### config.mk
export PLATFORM = sky130hd
export DESIGN_NAME = fetch_iq
export DESIGN_NICKNAME = d
export VERILOG_FILES = /design/src/rtl/fetch_pkg.sv /design/src/rtl/iq_flush_tracker.sv /design/src/rtl/fetch_iq.sv
export SDC_FILE = /design/constraint.sdc
export NUM_CORES = 1
export LEC_CHECK = 0
export BUFFER_PORTS_ARGS = -buffer_cell sky130_fd_sc_hd__buf_2
export CORE_MARGIN = 5
export CORE_UTILIZATION = 40
export CTS_CLUSTER_SIZE = 25
export DETAILED_ROUTE_END_ITERATION = 7
export SETUP_SLACK_MARGIN = 0.15
export SLEW_MARGIN = 20
export SYNTH_ARGS = -nofsm -noshare
export SYNTH_HDL_FRONTEND = slang
export SYNTH_SLANG_ARGS = --single-unit
### constraint.sdc
create_clock -name clk -period 16.35 [get_ports clk]
set_input_delay 1.635 -clock clk [delete_from_list [all_inputs] [get_ports clk]]
set_output_delay 1.635 -clock clk [all_outputs]
set_load 0.02 [all_outputs]
### src/rtl/fetch_pkg.sv
// Shared types and constants for the fetch instruction queue.
// Used by fetch_iq and iq_flush_tracker.
package fetch_pkg;

    // One queued fetch result: the PC and the instruction word returned for it.
    typedef struct packed {
        logic [31:0] pc;
        logic [31:0] inst;
    } iq_entry_t;

    // Queue status seen by fetch; 2'b11 is never produced.
    localparam logic [1:0] IQ_EMPTY   = 2'b00;
    localparam logic [1:0] IQ_PARTIAL = 2'b01;
    localparam logic [1:0] IQ_FULL    = 2'b10;

    // Decode an occupancy value into the fetch-facing status code.
    function automatic logic [1:0] iq_status_decode(input int unsigned cnt,
                                                    input int unsigned depth);
        if (cnt == 0) begin
            return IQ_EMPTY;
        end else if (cnt == depth) begin
            return IQ_FULL;
        end else begin
            return IQ_PARTIAL;
        end
    endfunction

endpackage

### src/rtl/iq_flush_tracker.sv
// Tracks icache requests in flight and, after a flush, how many of the
// responses still to come are stale and must be thrown away.
module iq_flush_tracker
    import fetch_pkg::*;
#(
    parameter int MAX_OUTST = 3
) (
    input  logic clk,
    input  logic rst_n,
    input  logic flush,
    input  logic req_issue,
    input  logic resp_valid,
    output logic resp_accept_ok
);

    localparam int CW = $clog2(MAX_OUTST + 1);
    localparam logic [CW-1:0] MAX_CNT = CW'(MAX_OUTST);

    logic [CW-1:0] r_out_cnt;
    logic [CW-1:0] r_drop_cnt;
    logic [CW:0]   w_flush_sum;

    // Stale-response count at a flush: everything in flight, plus a request
    // issued this cycle, minus a response consumed this cycle; clamped both ways.
    always_comb begin
        w_flush_sum = {1'b0, r_out_cnt} + {{CW{1'b0}}, req_issue};
        if (resp_valid && (w_flush_sum != '0)) begin
            w_flush_sum = w_flush_sum - (CW+1)'(1);
        end
        if (w_flush_sum > {1'b0, MAX_CNT}) begin
            w_flush_sum = {1'b0, MAX_CNT};
        end
    end

    // In-flight counter: saturating up on issue, floored at zero on response.
    always_ff @(posedge clk or negedge rst_n) begin
        if (!rst_n) begin
            r_out_cnt <= '0;
        end else if (req_issue && !resp_valid) begin
            if (r_out_cnt != MAX_CNT) begin
                r_out_cnt <= r_out_cnt + CW'(1);
            end
        end else if (!req_issue && resp_valid) begin
            if (r_out_cnt != '0) begin
                r_out_cnt <= r_out_cnt - CW'(1);
            end
        end
    end

    // Drop counter: reloaded from the in-flight count on every flush, then
    // drained one per response; back-to-back flushes simply reload again.
    always_ff @(posedge clk or negedge rst_n) begin
        if (!rst_n) begin
            r_drop_cnt <= '0;
        end else if (flush) begin
            r_drop_cnt <= w_flush_sum[CW-1:0];
        end else if (resp_valid && (r_drop_cnt != '0)) begin
            r_drop_cnt <= r_drop_cnt - CW'(1);
        end
    end

    assign resp_accept_ok = (r_drop_cnt == '0) && !flush;

    // Fetch must never issue more requests than the counter can track.
    a_outst_no_overrun : assert property (@(posedge clk) disable iff (!rst_n)
        !(req_issue && !resp_valid && (r_out_cnt == MAX_CNT)));

endmodule

### src/rtl/fetch_iq.sv
// Instruction queue between fetch and decode: circular FIFO of {pc, inst}
// entries with flush handling for in-flight icache responses.
// Optional macro FETCH_IQ_BYPASS_EN: when defined, a response arriving at an
// empty queue with deq_ready high is passed straight to deq_* that cycle.
module fetch_iq
    import fetch_pkg::*;
#(
    parameter int DEPTH     = 8,
    parameter int MAX_OUTST = 3
) (
    input  logic                     clk,
    input  logic                     rst_n,
    input  logic                     flush,
    input  logic                     req_issue,
    input  logic                     resp_valid,
    input  logic [31:0]              resp_pc,
    input  logic [31:0]              resp_inst,
    input  logic                     deq_ready,
    output logic                     deq_valid,
    output logic [31:0]              deq_pc,
    output logic [31:0]              deq_inst,
    output logic [1:0]               iq_status,
    output logic [$clog2(DEPTH):0]   count,
    output logic                     overflow
);

    localparam int AW   = $clog2(DEPTH);
    localparam int CNTW = AW + 1;
    localparam logic [CNTW-1:0] FULL_CNT = CNTW'(DEPTH);

    iq_entry_t       r_mem [DEPTH];
    logic [AW-1:0]   r_head;
    logic [AW-1:0]   r_tail;
    logic [CNTW-1:0] r_count;
    logic            r_overflow;

    logic            w_accept_ok;
    logic            w_bypass;
    logic            w_deq_fire;
    logic            w_enq;
    logic            w_resp_lost;
    iq_entry_t       w_head_entry;

    iq_flush_tracker #(
        .MAX_OUTST (MAX_OUTST)
    ) u_trk (
        .clk            (clk),
        .rst_n          (rst_n),
        .flush          (flush),
        .req_issue      (req_issue),
        .resp_valid     (resp_valid),
        .resp_accept_ok (w_accept_ok)
    );

`ifdef FETCH_IQ_BYPASS_EN
    // An eligible response meeting an empty queue and a ready consumer skips storage.
    assign w_bypass = (r_count == '0) && resp_valid && w_accept_ok && deq_ready;
`else
    assign w_bypass = 1'b0;
`endif

    assign w_deq_fire  = (r_count != '0) && deq_ready && !flush;
    assign w_enq       = resp_valid && w_accept_ok && !w_bypass &&
                         ((r_count != FULL_CNT) || w_deq_fire);
    assign w_resp_lost = resp_valid && w_accept_ok &&
                         (r_count == FULL_CNT) && !w_deq_fire;

    assign w_head_entry = r_mem[r_head];

`ifdef FETCH_IQ_BYPASS_EN
    assign deq_valid = (r_count != '0) || w_bypass;
    assign deq_pc    = w_bypass ? resp_pc   : w_head_entry.pc;
    assign deq_inst  = w_bypass ? resp_inst : w_head_entry.inst;
`else
    assign deq_valid = (r_count != '0);
    assign deq_pc    = w_head_entry.pc;
    assign deq_inst  = w_head_entry.inst;
`endif

    assign iq_status = iq_status_decode(32'(r_count), DEPTH);
    assign count     = r_count;
    assign overflow  = r_overflow;

    // Entry storage: written at tail on enqueue, never reset.
    always_ff @(posedge clk) begin
        if (w_enq) begin
            r_mem[r_tail] <= '{pc: resp_pc, inst: resp_inst};
        end
    end

    // Head/tail pointers wrap naturally; a flush returns both to zero.
    always_ff @(posedge clk or negedge rst_n) begin
        if (!rst_n) begin
            r_head <= '0;
            r_tail <= '0;
        end else if (flush) begin
            r_head <= '0;
            r_tail <= '0;
        end else begin
            if (w_deq_fire) begin
                r_head <= r_head + AW'(1);
            end
            if (w_enq) begin
                r_tail <= r_tail + AW'(1);
            end
        end
    end

    // Occupancy: simultaneous enqueue and dequeue leave it unchanged.
    always_ff @(posedge clk or negedge rst_n) begin
        if (!rst_n) begin
            r_count <= '0;
        end else if (flush) begin
            r_count <= '0;
        end else if (w_enq && !w_deq_fire) begin
            r_count <= r_count + CNTW'(1);
        end else if (!w_enq && w_deq_fire) begin
            r_count <= r_count - CNTW'(1);
        end
    end

    // Sticky loss flag: a real response arrived with nowhere to put it.
    always_ff @(posedge clk or negedge rst_n) begin
        if (!rst_n) begin
            r_overflow <= 1'b0;
        end else if (w_resp_lost) begin
            r_overflow <= 1'b1;
        end
    end

endmodule

After elaboration in Yosys (flattened, before gate mapping)
Memories as Yosys holds them, arrays and structs flattened.
Index checks and enable logic that the tools add are counted.
Operators by class
  $add $sub $neg: 9
  order comparisons: 1
  eq/ne operators: 4
  multiplexer cells: 19
  reductions and logical operators: 32
Operator list (count)
  2-to-1 mux 2 bit: 9
  2-to-1 mux 3 bit: 5
  nonzero test 2 bit: 7
  logical AND 1 bit: 13
  2-to-1 mux 4 bit: 3
  adder 3 x 1 -> 3 bit (second input constant): 2
  nonzero test 3 bit: 2
  zero test 1 bit: 5
  adder 4 x 1 -> 4 bit (second input constant): 1
  equality test 4 bit (second input constant): 1
  zero test 4 bit: 1
  inequality test 2 bit (second input constant): 2
  inequality test 4 bit (second input constant): 1
  nonzero test 4 bit: 1
  subtractor 2 x 1 -> 2 bit (second input constant): 2
  subtractor 4 x 1 -> 4 bit (second input constant): 1
  adder 2 x 1 -> 3 bit: 1
  > comparator 3 x 2 -> 1 bit (second input constant): 1
  AND reduction 3 bit: 1
  subtractor 3 x 1 -> 3 bit (second input constant): 1
  adder 2 x 1 -> 2 bit (second input constant): 1
  zero test 2 bit: 1
  2-to-1 mux 1 bit: 2
  logical OR 1 bit: 1
Word-level totals
  register bits: 15
  bits in writable memories: 512
  input bits: 70
  word-level logic and storage cells: 72
  memories kept: 1
Memory list
  r_mem: depth 8, bits a word 64, rd ports 1, clocked after Yosys merged registers in 0, wr ports 1, line fetch_iq.sv:31  | iq_entry_t r_mem [DEPTH];

Logic depth before layout (Yosys ltp)
  depth after elaboration: 10
  gate-level depth with buffers: 11

Hierarchy
Synthesis repeated with hierarchy kept, for this count alone.
Second synthesis, totals
  cell total of the unflattened synthesis: 856
  area total of the unflattened synthesis: 20350.8 sq um
Modules (own cells, without submodules)
  fetch_iq: instances 1, cells each 820, area an instance 19969.2 sq um, seq. area each 15650.0 sq um
  iq_flush_tracker: instances 1, cells each 36, area an instance 381.6 sq um, seq. area each 100.1 sq um

Worst setup path after synthesis
OpenSTA, ideal clock, no wires.
  kind: input port to flip-flop
  start: input port resp_valid
  end: memory r_mem[0][0] (netlist name), enable pin
  data arrival time: 6.849 ns
  required time: 15.785 ns
  slack: 8.937 ns
  stages on the path: 4
  path buffers: 1
  cells stage by stage: buf_2 nand2_1 or4_1 nor3_1
On the way
  word-level cells in the longest chain between the ends: 4
RTL lines
  from (decl): line fetch_iq.sv:15  | input logic resp_valid,
  logical AND 1 bit (2 in a row): line fetch_iq.sv:63  | assign w_enq = resp_valid && w_accept_ok && !w_bypass &&
  2-to-1 mux 1 bit: line fetch_iq.sv:86  | if (w_enq) begin
  2-to-1 mux 1 bit (implied by the code): line fetch_iq.sv:87  | r_mem[r_tail] <= '{pc: resp_pc, inst: resp_inst};
  to (decl): line fetch_iq.sv:31
Every way passes these cells.

Worst setup path in the final report
  start: register r_head[0]
  end: output port deq_inst[13]
On the way
  word-level cells in the longest chain between the ends: 1
RTL lines
  from (decl): line fetch_iq.sv:32  | logic [AW-1:0] r_head;
  from (signal assigned): line fetch_iq.sv:101  | r_head <= r_head + AW'(1);
  memory read (8 x 64 bit)
  to (decl): line fetch_iq.sv:21  | output logic [31:0] deq_inst,
Every way passes these cells.

==> metrics.cfg <==
[synth]
ys_ff_latch = 527
synth_edf_count = 512
synth-async-reset-ratio_pct = 2.85
synth_cells = 873
yosysUniqueCellTypes = 45
synth_area_leaders = edfxtp_1 76%, mux4_2 14%, mux2_2 3.5%
synth_flop_cell = edfxtp_1
syn_nets = 953
synthTopCellsByCount = 512 x edfxtp_1, 128 x mux4_2, 64 x mux2_2
ys_seq_area_share_pct = 77.6
synth-xor-area-share_pct = 0.259
yosysTopAreaCell = edfxtp_1
synth_top_family_by_area = multiplexers
synth_compound_area_share_pct = 1.06
synth_mux_area_share_pct = 17.8
synth-adder-area-share_pct = 0.653
synth.most_common_cell = edfxtp_1
yosys.area_share.simple_pct = 1.31
yosysTopAreaCellShare_pct = 75.7
synth-warning-count = 0
synth_area_per_cell_um2 = 23.3
synthesis.area_mm2 = 0.0203

[routing]
first_pass_iters = 4
ant_nets = 0
post_drt_wl_per_cell_um = 23.1
routed_wl_um = 40600
vias = 9242
drcViolationCount = 0
drtIter0Drc = 578
routed_via_density = 5.24

[run_status]
status = complete, no violations

[critical_path]
path_buf_inv = 3
endpoint_kind = output port
cp.required_ps = 14710
slowest_delay_ps = 670
crit_chain = buf_4 -> buf_4 -> mux4_2 -> mux2_2 -> buf_2
crit_fanout = 36
timing_worst_setup_path_type = register to output port
cp.arrival_ps = 3650
r2r_slack_ps = 12810
cp_slowest_cell = dfrtp_4
cp-start-kind = register
path_delay_family = buffers and inverters
cpMostUsedCell = buf_4

[cells_and_area]
nets = 1129
drive_above_1_share_pct = 40.9
area_growth_pct = 16.2

[floorplanning]
die_w_um = 235
coreArea_mm2 = 0.0502
rows = 82
die_y_um = 235
initial_core_util_pct = 40.5
dieArea_mm2 = 0.0554
ioPinCount = 142

[power]
p_int_uw = 2590
power_switching_uw = 903
power_frac_comb_pct = 20.6
p_per_area_mw_per_mm2 = 148
vdd_drop_max_mv = 0.0741
leakage_uw = 0.00751
p_seq_share_pct = 44.4
total_power_uw = 3490
clkPwrFrac_pct = 35.0
swShare_pct = 25.9

[sta]
setup-violations-final = 0
maxSlewHeadroom_pct = 29.5
fin_crit_sh_pct = 32.3
fmax_ghz = 0.189
fin_tns_setup_ps = 0
hold_violations = 0
skew_ps = 10.8
final_max_slew_viol_count = 0
worst_pin_slew_ps = 1050
rsz0062_at_grt = no
period_needed_ps = 5280

[grt]
grt_overflow_total = 0
grt_first_pass_wirelength_um = 62300
grt_pass1_vias = 9789
grt_use_total_pct = 14.6
grt_max_degree = 48
antenna_found_initial = 9

[clock_tree]
cts_max_level = 2
clkTransAtPathRegs_ps = 60
clk_latency_ps = 590
cts_setup_buffers = 0
cts_num_sinks = 527
clockBufferDepth = 3
cts_hold_buffers = 0
cts_tree = yes
cts_buffers = 55
root_buffer = clkbuf_16
cts_resized = 0

[placement]
portBuffers = 141
routabilityCongestion = 0.739
dp_hpwl_um = 21700

[worst_hold_path]
hp-class = register to register

[flow_run]
cap_violations = 0

[power groups by stage]
stage               combinational, µW  sequential, µW  clock, µW
floorplan                         578            1560          0
global placement                  731            1580          0
detailed placement                735            1580          0
CTS                               738            1550       1260
global route                      779            1550       1320
finish                            718            1550       1220
[metal layers]
| metal | track usage, % | share of wire, % | vias up |
|---|---|---|---|
| met1 | 20.2 | 44 | 4883 |
| met5 | 0 | 0.18 | - |
| met4 | 3.33 | 1.8 | 12 |
| li1 | - | - | 4050 |
| met2 | 23.5 | 48 | 229 |
| met3 | 4.19 | 6.1 | 68 |
[metrics by stage]
| step | hold WS [ps] | cells | cell area, µm² | utilization, % | setup slack [ps] |
|---|---|---|---|---|---|
| 2_1_floorplan | 525 | 873 | 20300 | - | 8940 |
| 3_3_place_gp | 533 | 1664 | 21800 | 43.5 | 11540 |
| 3_5_place_dp | 519 | 1664 | 21800 | 43.5 | 11520 |
| 4_1_cts | 534 | 1760 | 23600 | 47.0 | 10880 |
| 5_1_grt | 540 | 1760 | 23600 | 47.0 | 10720 |
| 6_report | 530 | 1763 | 23600 | 47.0 | 11070 |
[state kept, by name, summed over array words and instances (netlist names)]
name	cells
count	4
u_trk.r_drop_cnt	2
u_trk.r_out_cnt	2
r_mem	512
overflow	1
r_head	3
r_tail	3
[area by class of cell]
cell class / count / area (µm²)
clock inverters: 27 / 295
multi-input cells: 295 / 4340
flip-flops and latches: 527 / 15800
repair buffers: 159 / 841
clock buffers: 69 / 1470
diodes: 3 / 7.51
inverters: 11 / 41.3
fillers: 4110 / 26600
well taps: 672 / 841
[cell usage in the layout, fill, tap and decap left out, types with 9 or more instances in the layout]
master	instances
buf_2	141
ha_1	9
dfrtp_1	12
clkbuf_16	57
nand2_1	11
inv_1	9
buf_4	18
edfxtp_1	512
mux2_2	64
clkbuf_1	12
nor2_1	17
mux4_2	128
[path summary, 6_finish.rpt]
path	from	end	cells past startpoint
worst max-delay path	r_head[0]	deq_inst[13]	5
worst min-delay path	overflow	overflow	1
worst max register to register	u_trk.r_drop_cnt[0]	r_mem[6][26]	6
worst min register to register	overflow	overflow	1
max in group asynchronous	rst_n	r_head[0]	1
min in group asynchronous	rst_n	count[2]	1
[worst register-to-register path, stage by stage, from the launching register on]
cell and delay, ps:
dfrtp_1 360, inv_1 80, ha_1 210, nand2_1 210
or4_1 710, nor2_4 860, buf_4 720
[cell families after synthesis]
family	count (synthesis)
flops	527
mux	193
simple gates	56
buf+inv	51
compound gates	30
fa+ha+maj	10
xor+xnor	6
No activity file was read; power rests on OpenSTA's default activity.
